File: src/rtl/channel_playback_sched.sv
// channel_playback_sched: latches a playback job, waits for every selected
// channel buffer to prefill, starts all selected channels on one trigger,
// counts output beats, stops or loops at run end, flags underflow.
// Ports:
//   pl_clk, rst             clock, synchronous active-high reset
//   arm, cfg_*              job command and its configuration
//   trigger, abort          playback start / return to IDLE
//   ch_level, ch_tvalid     per-channel buffer fill level and output valid
//   ch_tready               per-channel DAC IP ready
//   ch_play_en              per-channel tvalid gate
//   state, busy, done       FSM state, not-IDLE flag, end-of-run pulse
//   loop_cnt                completed runs in loop mode (saturating)
//   underflow, prefill_tmo  sticky error flags
//   cmd_err                 pulse when an arm is rejected
module channel_playback_sched #(
    parameter int NUM_CH = 16,
    parameter int LEN_W  = 32,
    parameter int LVL_W  = 10,
    parameter int TMO_W  = 24
) (
    input  logic                    pl_clk,
    input  logic                    rst,
    input  logic                    arm,
    input  logic [NUM_CH-1:0]       cfg_mask,
    input  logic [LEN_W-1:0]        cfg_len,
    input  logic                    cfg_loop,
    input  logic [LVL_W-1:0]        cfg_prefill,
    input  logic [TMO_W-1:0]        cfg_timeout,
    input  logic                    trigger,
    input  logic                    abort,
    input  logic [NUM_CH*LVL_W-1:0] ch_level,
    input  logic [NUM_CH-1:0]       ch_tvalid,
    input  logic [NUM_CH-1:0]       ch_tready,
    output logic [NUM_CH-1:0]       ch_play_en,
    output logic [2:0]              state,
    output logic                    busy,
    output logic                    done,
    output logic [15:0]             loop_cnt,
    output logic [NUM_CH-1:0]       underflow,
    output logic                    prefill_tmo,
    output logic                    cmd_err
);

    typedef enum logic [2:0] {
        S_IDLE    = 3'd0,
        S_PREFILL = 3'd1,
        S_ARMED   = 3'd2,
        S_PLAYING = 3'd3,
        S_DONE    = 3'd4
    } state_t;

    state_t              r_state;
    state_t              w_next;
    logic [NUM_CH-1:0]   r_mask;
    logic [LEN_W-1:0]    r_len;
    logic                r_loop;
    logic [LVL_W-1:0]    r_prefill;
    logic [TMO_W-1:0]    r_timeout;
    logic [TMO_W-1:0]    r_tmo_cnt;
    logic [LEN_W-1:0]    r_beat;
    logic [15:0]         r_loop_cnt;
    logic [NUM_CH-1:0]   r_underflow;
    logic                r_prefill_tmo;
    logic                r_cmd_err;

    logic [NUM_CH-1:0]   w_filled;
    logic                w_all_filled;
    logic                w_tmo_hit;
    logic                w_beat;
    logic                w_last;
    logic                w_arm_ok;
    logic                w_arm_take;

    always_comb begin
        w_filled = '0;
        for (int i = 0; i < NUM_CH; i++) begin
            w_filled[i] = (ch_level[i*LVL_W +: LVL_W] >= r_prefill);
        end
    end

    // Unmasked channels are forced true so they never block the AND-reduce.
    assign w_all_filled = &(w_filled | ~r_mask);
    assign w_beat       = &(ch_tready | ~r_mask);
    assign w_last       = (r_beat == r_len - LEN_W'(1));
    // Counter reaches the timeout on this edge.
    assign w_tmo_hit    = (r_timeout != '0) &&
                          (r_tmo_cnt == r_timeout - TMO_W'(1));
    assign w_arm_ok     = (cfg_mask != '0) && (cfg_len != '0);
    assign w_arm_take   = (r_state == S_IDLE) && arm && w_arm_ok;

    always_comb begin
        w_next = r_state;
        if (abort && r_state != S_IDLE) begin
            w_next = S_IDLE;
        end else begin
            case (r_state)
                S_IDLE: begin
                    if (arm && w_arm_ok) w_next = S_PREFILL;
                end
                S_PREFILL: begin
                    if (w_all_filled)   w_next = S_ARMED;
                    else if (w_tmo_hit) w_next = S_IDLE;
                end
                S_ARMED: begin
                    if (trigger) w_next = S_PLAYING;
                end
                S_PLAYING: begin
                    if (w_beat && w_last && !r_loop) w_next = S_DONE;
                end
                S_DONE:  w_next = S_IDLE;
                default: w_next = S_IDLE;
            endcase
        end
    end

    always_ff @(posedge pl_clk) begin
        if (rst) begin
            r_state       <= S_IDLE;
            r_mask        <= '0;
            r_len         <= '0;
            r_loop        <= 1'b0;
            r_prefill     <= '0;
            r_timeout     <= '0;
            r_tmo_cnt     <= '0;
            r_beat        <= '0;
            r_loop_cnt    <= '0;
            r_underflow   <= '0;
            r_prefill_tmo <= 1'b0;
            r_cmd_err     <= 1'b0;
        end else begin
            r_state   <= w_next;
            r_cmd_err <= (r_state == S_IDLE) && arm && !w_arm_ok;

            if (w_arm_take) begin
                r_mask        <= cfg_mask;
                r_len         <= cfg_len;
                r_loop        <= cfg_loop;
                r_prefill     <= cfg_prefill;
                r_timeout     <= cfg_timeout;
                r_tmo_cnt     <= '0;
                r_beat        <= '0;
                r_loop_cnt    <= '0;
                r_underflow   <= '0;
                r_prefill_tmo <= 1'b0;
            end

            if (r_state == S_PREFILL && !abort) begin
                r_tmo_cnt <= r_tmo_cnt + TMO_W'(1);
                if (w_tmo_hit && !w_all_filled) r_prefill_tmo <= 1'b1;
            end

            if (r_state == S_PLAYING) begin
                r_underflow <= r_underflow | (r_mask & ch_tready & ~ch_tvalid);
                if (!abort && w_beat) begin
                    if (w_last) begin
                        r_beat <= '0;
                        if (r_loop && r_loop_cnt != 16'hFFFF) begin
                            r_loop_cnt <= r_loop_cnt + 16'd1;
                        end
                    end else begin
                        r_beat <= r_beat + LEN_W'(1);
                    end
                end
            end
        end
    end

    // Decoded from registered state, so enable follows the trigger by one cycle.
    assign ch_play_en  = (r_state == S_PLAYING) ? r_mask : '0;
    assign state       = r_state;
    assign busy        = (r_state != S_IDLE);
    assign done        = (r_state == S_DONE);
    assign loop_cnt    = r_loop_cnt;
    assign underflow   = r_underflow;
    assign prefill_tmo = r_prefill_tmo;
    assign cmd_err     = r_cmd_err;

endmodule

File: config.mk
export PLATFORM = sky130hd
export DESIGN_NAME = channel_playback_sched
export DESIGN_NICKNAME = d
export VERILOG_FILES = /design/src/rtl/channel_playback_sched.sv
export SDC_FILE = /design/constraint.sdc
export NUM_CORES = 1
export LEC_CHECK = 0
export CORE_AREA = 2 2 164 166
export CTS_CLUSTER_DIAMETER = 30
export CTS_CLUSTER_SIZE = 16
export DETAILED_ROUTE_END_ITERATION = 16
export DIE_AREA = 0 0 166 168
export PLACE_DENSITY = 0.78
export SLEW_MARGIN = 5
export SYNTH_ARGS = -nofsm -noshare
export SYNTH_HDL_FRONTEND = slang
export SYNTH_SLANG_ARGS = --single-unit
File: constraint.sdc
create_clock -name pl_clk -period 5 [get_ports pl_clk]
set_clock_uncertainty 0.05 [all_clocks]
set_input_delay 1 -clock pl_clk [delete_from_list [all_inputs] [get_ports pl_clk]]
set_output_delay 1 -clock pl_clk [all_outputs]
set_load 0.005 [all_outputs]
# [Word level (Yosys, flattened, before mapping)]
# Cells that the tools add are included.
[word_totals] register_bits=176 in_bits=280 output_inout_bits=55 wordCells=102
[classes] addsub=5 magnitude_cmp=16 n_eq_ne=11 mux=23 n_bitwise=7 n_reduce_logical=28
[ops] op="$ge A10 B10 Y1" count=16
[ops] op="$mux W16" count=8
[ops] op="$mux W32" count=4
[ops] op="$mux W24" count=2
[ops] op="$or A16 B16 Y16" count=3
[ops] op="$add A32 B1 Y32 const B" count=1
[ops] op="$and A16 B16 Y16" count=2
[ops] op="$eq A32 B32 Y1" count=1
[ops] op="$not A16 Y16" count=2
[ops] op="$reduce_and A16 Y1" count=2
[ops] op="$reduce_bool A32 Y1" count=1
[ops] op="$sub A32 B1 Y32 const B" count=1
[ops] op="$add A24 B1 Y24 const B" count=1
[ops] op="$eq A24 B24 Y1" count=1
[ops] op="$reduce_bool A24 Y1" count=1
[ops] op="$sub A24 B1 Y24 const B" count=1
[ops] op="$add A16 B1 Y16 const B" count=1
[ops] op="$ne A16 B16 Y1 const B" count=1
[ops] op="$reduce_bool A16 Y1" count=1
[ops] op="$mux W3" count=5
[ops] op="$logic_and A1 B1 Y1" count=13
[ops] op="$pmux W3 S4" count=1
[ops] op="$eq A3 B2 Y1 const B" count=2
[ops] op="$logic_not A1 Y1" count=4
[ops] op="11 further kinds" count=15

# [Depth between registers and ports, before layout]
[depth] ltp_word=8 depth_mapped=14 depth_no_buf=11

# [Worst setup path after synthesis]
# OpenSTA, ideal clock, no wires.
[synth_path] path_kind="input port to flip-flop" start="input port ch_tready[2]" end="register r_loop_cnt[7], in the netlist loop_cnt[7]" setup_ps=62 t_arrival_ps=4137 required_time_ps=4888 setup_slack_ps=751 cell_stages=10 n_path_buf=1 path_cell_list="nand2b_1 > o2111ai_1 > or4_1 > or4_4 > or4b_1 > or4_1 > or3_4 > buf_6 > or4_1 > nand3_1"
[synth_via] elab_chain_len=5
[synth_lines] item="start, declared" line="33" text="input logic [NUM_CH-1:0] ch_tready,"
[synth_lines] item="$or A16 B16 Y16" line="83" text="assign w_beat = &(ch_tready | ~r_mask);"
[synth_lines] item="$reduce_and A16 Y1" line="83"
[synth_lines] item="$logic_and A1 B1 Y1" line="154" text="if (!abort && w_beat) begin"
[synth_lines] item="$mux W16" line="154"
[synth_lines] item="$mux W16" line="152" text="if (r_state == S_PLAYING) begin"
[synth_lines] item="end signal, assigned" line="158" text="r_loop_cnt <= r_loop_cnt + 16'd1;"
[synth_lines] item="end, declared" line="61" text="logic [15:0] r_loop_cnt;"
# Every way passes these cells.
# A chain may end at the register's enable or synchronous reset.

# [Worst setup path after layout]
[layout_path] start="register r_len[0]" end="register r_beat[23]"
[layout_via] elab_chain_len=5
[layout_lines] item="start, declared" line="55" text="logic [LEN_W-1:0] r_len;"
[layout_lines] item="start signal, assigned" line="136" text="r_len <= cfg_len;"
[layout_lines] item="$sub A32 B1 Y32" line="84" text="assign w_last = (r_beat == r_len - LEN_W'(1));"
[layout_lines] item="$eq A32 B32 Y1" line="84"
[layout_lines] item="$mux W32" line="155" text="if (w_last) begin"
[layout_lines] item="$mux W32" line="154"
[layout_lines] item="$mux W32" line="152"
[layout_lines] item="end signal, assigned" line="161" text="r_beat <= r_beat + LEN_W'(1);"
[layout_lines] item="end, declared" line="60" text="logic [LEN_W-1:0] r_beat;"
# Every way passes these cells.

==> impl_results.md <==
* Critical path data required time at 5.26 ns
* Routed WL at between 40000 and 50000 um
* Final setup TNS at 0 ns
* Clock tree root buffer cell: clkbuf_16
* Max capacitance violation total at 0
* CP Max Fanout at 11
* Setup-failing EPs final at 0
* Remaining DRCs at 0
* Synth area leaders: dfxtp_1 27%, ha_1 16%, nand2_1 7.3%, a21oi_1 5.1%, nor2_1 3.3%
* Final Critical Period at around 4.5 ns
* Initial antenna violation count at 2
* Final Max Tran Viols at 0
* Area grow syn2layout at 32.0%
* Die Span X at approximately 170 um
* WS Path Type: reg -> reg
* CTS Buffer Depth at 2
* Die ar. at between 20000 and 30000 um^2
* Core Area at around 26000 um^2
* TritonCTS clock tree: yes
* Initial core utilization at ~50%
* Leak at 0.00660 uW
* Final Instance Area at between 15000 and 20000 um^2
* Placed cell area at roughly 17000 um^2
* Yosys top cell area share at 26.8%
* Hold crit path type: reg -> reg
* TritonCTS buffer count at 17
* Largest net degree at the start of global routing at 63
* Clock Latency Late Sink at 0.44 ns
* Setup ws final at 0.542 ns
* Post-synth top area cell: dfxtp_1
* Slew headroom at 39.6%
* F_max at 224 MHz
* H-tree depth at 4
* Worst reg2reg path depth at 11
* RSZ-0062 raised after global routing: false
* Most numerous cell in the Yosys netlist: nand2_1
* Tcrit/Tclk final at between 80% and 90%
* EDFF count, synth at 0
* Total nets after synthesis at 2156
* Peak VDD IR at ~0.27 mV
* Pre-CTS WS at 0.131 ns
* Seq cells post-synth at between 150 and 200
* Cell count after synthesis at roughly 1.7k
* PD cells at approximately 240 nW/um^2
* Crit. Startpoint: r_len[0]
* Die extent in y at 168 um
* Actual slew at the worst max-slew pin at approximately 0.90 ns
* Status: finished clean
* R2R Setup Slk at between 0.5 and 0.6 ns
* Net count, final at about 2.5k
* First-pass GRT wire length at between 70000 and 80000 um
* Reg2reg start: r_len[0]
* Critical Path AT at around 4.7 ns
* Clock slew at reported path FFs at ~0.07 ns
* Total clock sinks at 176
* Reg2reg end: r_beat[23]
* Drt first pass iters at 5
* Setup crit end: r_beat[23]
* Via count at between 10k and 15k
* Synthesized area per cell at 7.68 um^2
* Tot GR Track Use at 31.8%
* Post-synth top cells: 256 x nand2_1, 176 x dfxtp_1, 165 x ha_1
* First DRT Iteration DRCs at 1176
* GR Overflow Total at 0
* Final Power at 4080 uW
* Vias in the first global route at between 10k and 15k
* Layout cells sized above 1 at between 3 and 4%
* Top_reg_cell synth: dfxtp_1
* Post-CTS resize count at 0
* Register area share after synthesis at ~27%
* Post-synth ARST share at 0%
* Routed vias/inst at just under 6
* Synth cell types at 70
* Row cnt at 60
* Hold-fix buffers, CTS at 0
* Postcts setup bufs at 0
* DR WL/cell at 19.2 um
* YS warnings at 0
* Placer congestion estimate at around 0.95
* Endpoints failing hold at 0
* PortBufs at 334
* Cell area after synthesis at 13100 um^2
* Crit path capture type: flop
* Half-perimeter wire length after placement at approximately 37000 um
* Util after Layout at approximately 66%
* Number of routed nets with antenna violations at 0
* I/O Pins at between 300 and 400
* Type of origin of the critical path: flop
[critical path, stage by stage (launching register included)]
cell	delay, ns
dfxtp_1	0.42
inv_1	0.10
ha_1	0.31
nor4b_1	0.45
nand3_1	0.36
or4_1	0.59
a221oi_1	0.37
o22ai_1	0.14
or3_1	0.44
or4b_2	0.79
o21ai_0	0.22
o31ai_1	0.10
[through the flow]
stage          cells  hold slack (ns)
2_1_floorplan   1711            0.386
3_3_place_gp    2329            0.391
3_5_place_dp    2329            0.397
4_1_cts         2361            0.406
5_1_grt         2363            0.423
6_report        2363            0.406
[state kept, by name, summed over array words and instances, names as in the netlist]
| signal | flops |
|---|---|
| state | 3 |
| r_prefill | 10 |
| cmd_err | 1 |
| loop_cnt | 16 |
| r_loop | 1 |
| r_timeout | 24 |
| underflow | 16 |
| r_tmo_cnt | 24 |
| r_len | 32 |
| r_beat | 32 |
| prefill_tmo | 1 |
| r_mask | 16 |
[cell usage in the layout (no fill, tap or decap), types with 17 or more instances in the layout]
| cell | synthesis | layout |
|---|---|---|
| inv_1 | 93 | 93 |
| nand2_1 | 256 | 256 |
| dfxtp_1 | 176 | 176 |
| ha_1 | 165 | 165 |
| a211oi_1 | 24 | 24 |
| nand3_1 | 62 | 62 |
| a21oi_1 | 134 | 134 |
| and3_1 | 21 | 21 |
| o21ai_0 | 77 | 77 |
| nor4_1 | 45 | 45 |
| nor2_1 | 115 | 114 |
| xor2_1 | 38 | 38 |
| nand4_1 | 34 | 34 |
| nor3_1 | 39 | 39 |
| clkdlybuf4s50_1 | 0 | 333 |
| or4_1 | 19 | 19 |
| clkbuf_16 | 0 | 17 |
| a31oi_1 | 36 | 36 |
| xnor2_1 | 38 | 38 |
| o211ai_1 | 21 | 21 |
| nand2b_1 | 21 | 21 |
| o21a_1 | 21 | 21 |
[routing by layer]
layer | vias to the layer above | wire (um) | GRT usage (%)
met1 | 6559 | 18600 | 37.8
met5 | - | 0 | 0
met4 | 0 | 1520 | 10.9
met3 | 95 | 3020 | 6.89
li1 | 6886 | - | -
met2 | 477 | 22200 | 56.7
[cell families after synthesis]
logic type	count (synthesis)	synth area share, %
DFF	176	26.8
and+or+nand+nor	696	26.1
adders and majority gates	165	15.7
buffers and inverters	167	4.84
xor gates and xnor gates	76	5.07
muxes	17	1.31
AOI/OAI and AO/OA	414	20.1
[area by class of cell]
cell class	count	area, um^2
Tap cell	341	427
Multi-Input combinational cell	1368	8990
Sequential cell	176	3520
Clock inverter	11	96.3
Inverter	94	353
Clock buffer	21	470
Timing Repair Buffer	350	3470
Fill cell	2280	9010
Antenna cell	2	5.00
[where the power goes]
group	internal [uW]	switching (uW)	total (uW)	leakage [uW]
Sequential	1460	82.7	1540	0.00143
Combinational	580	655	1230	0.00489
Clock	691	607	1300	0.000278
[worst min path at each step]
stage	start	to	slack [ns]	depth (start not counted)
finish	r_prefill[2]	r_prefill[2]	0.41	2
global placement	r_prefill[8]	r_prefill[8]	0.39	2
detailed placement	r_prefill[9]	r_prefill[9]	0.40	2
CTS	r_prefill[9]	r_prefill[9]	0.41	2
global route	r_prefill[1]	r_prefill[1]	0.42	2
floorplan	r_mask[13]	r_mask[13]	0.39	2
Note: power is estimated with default switching activity, not from simulation.
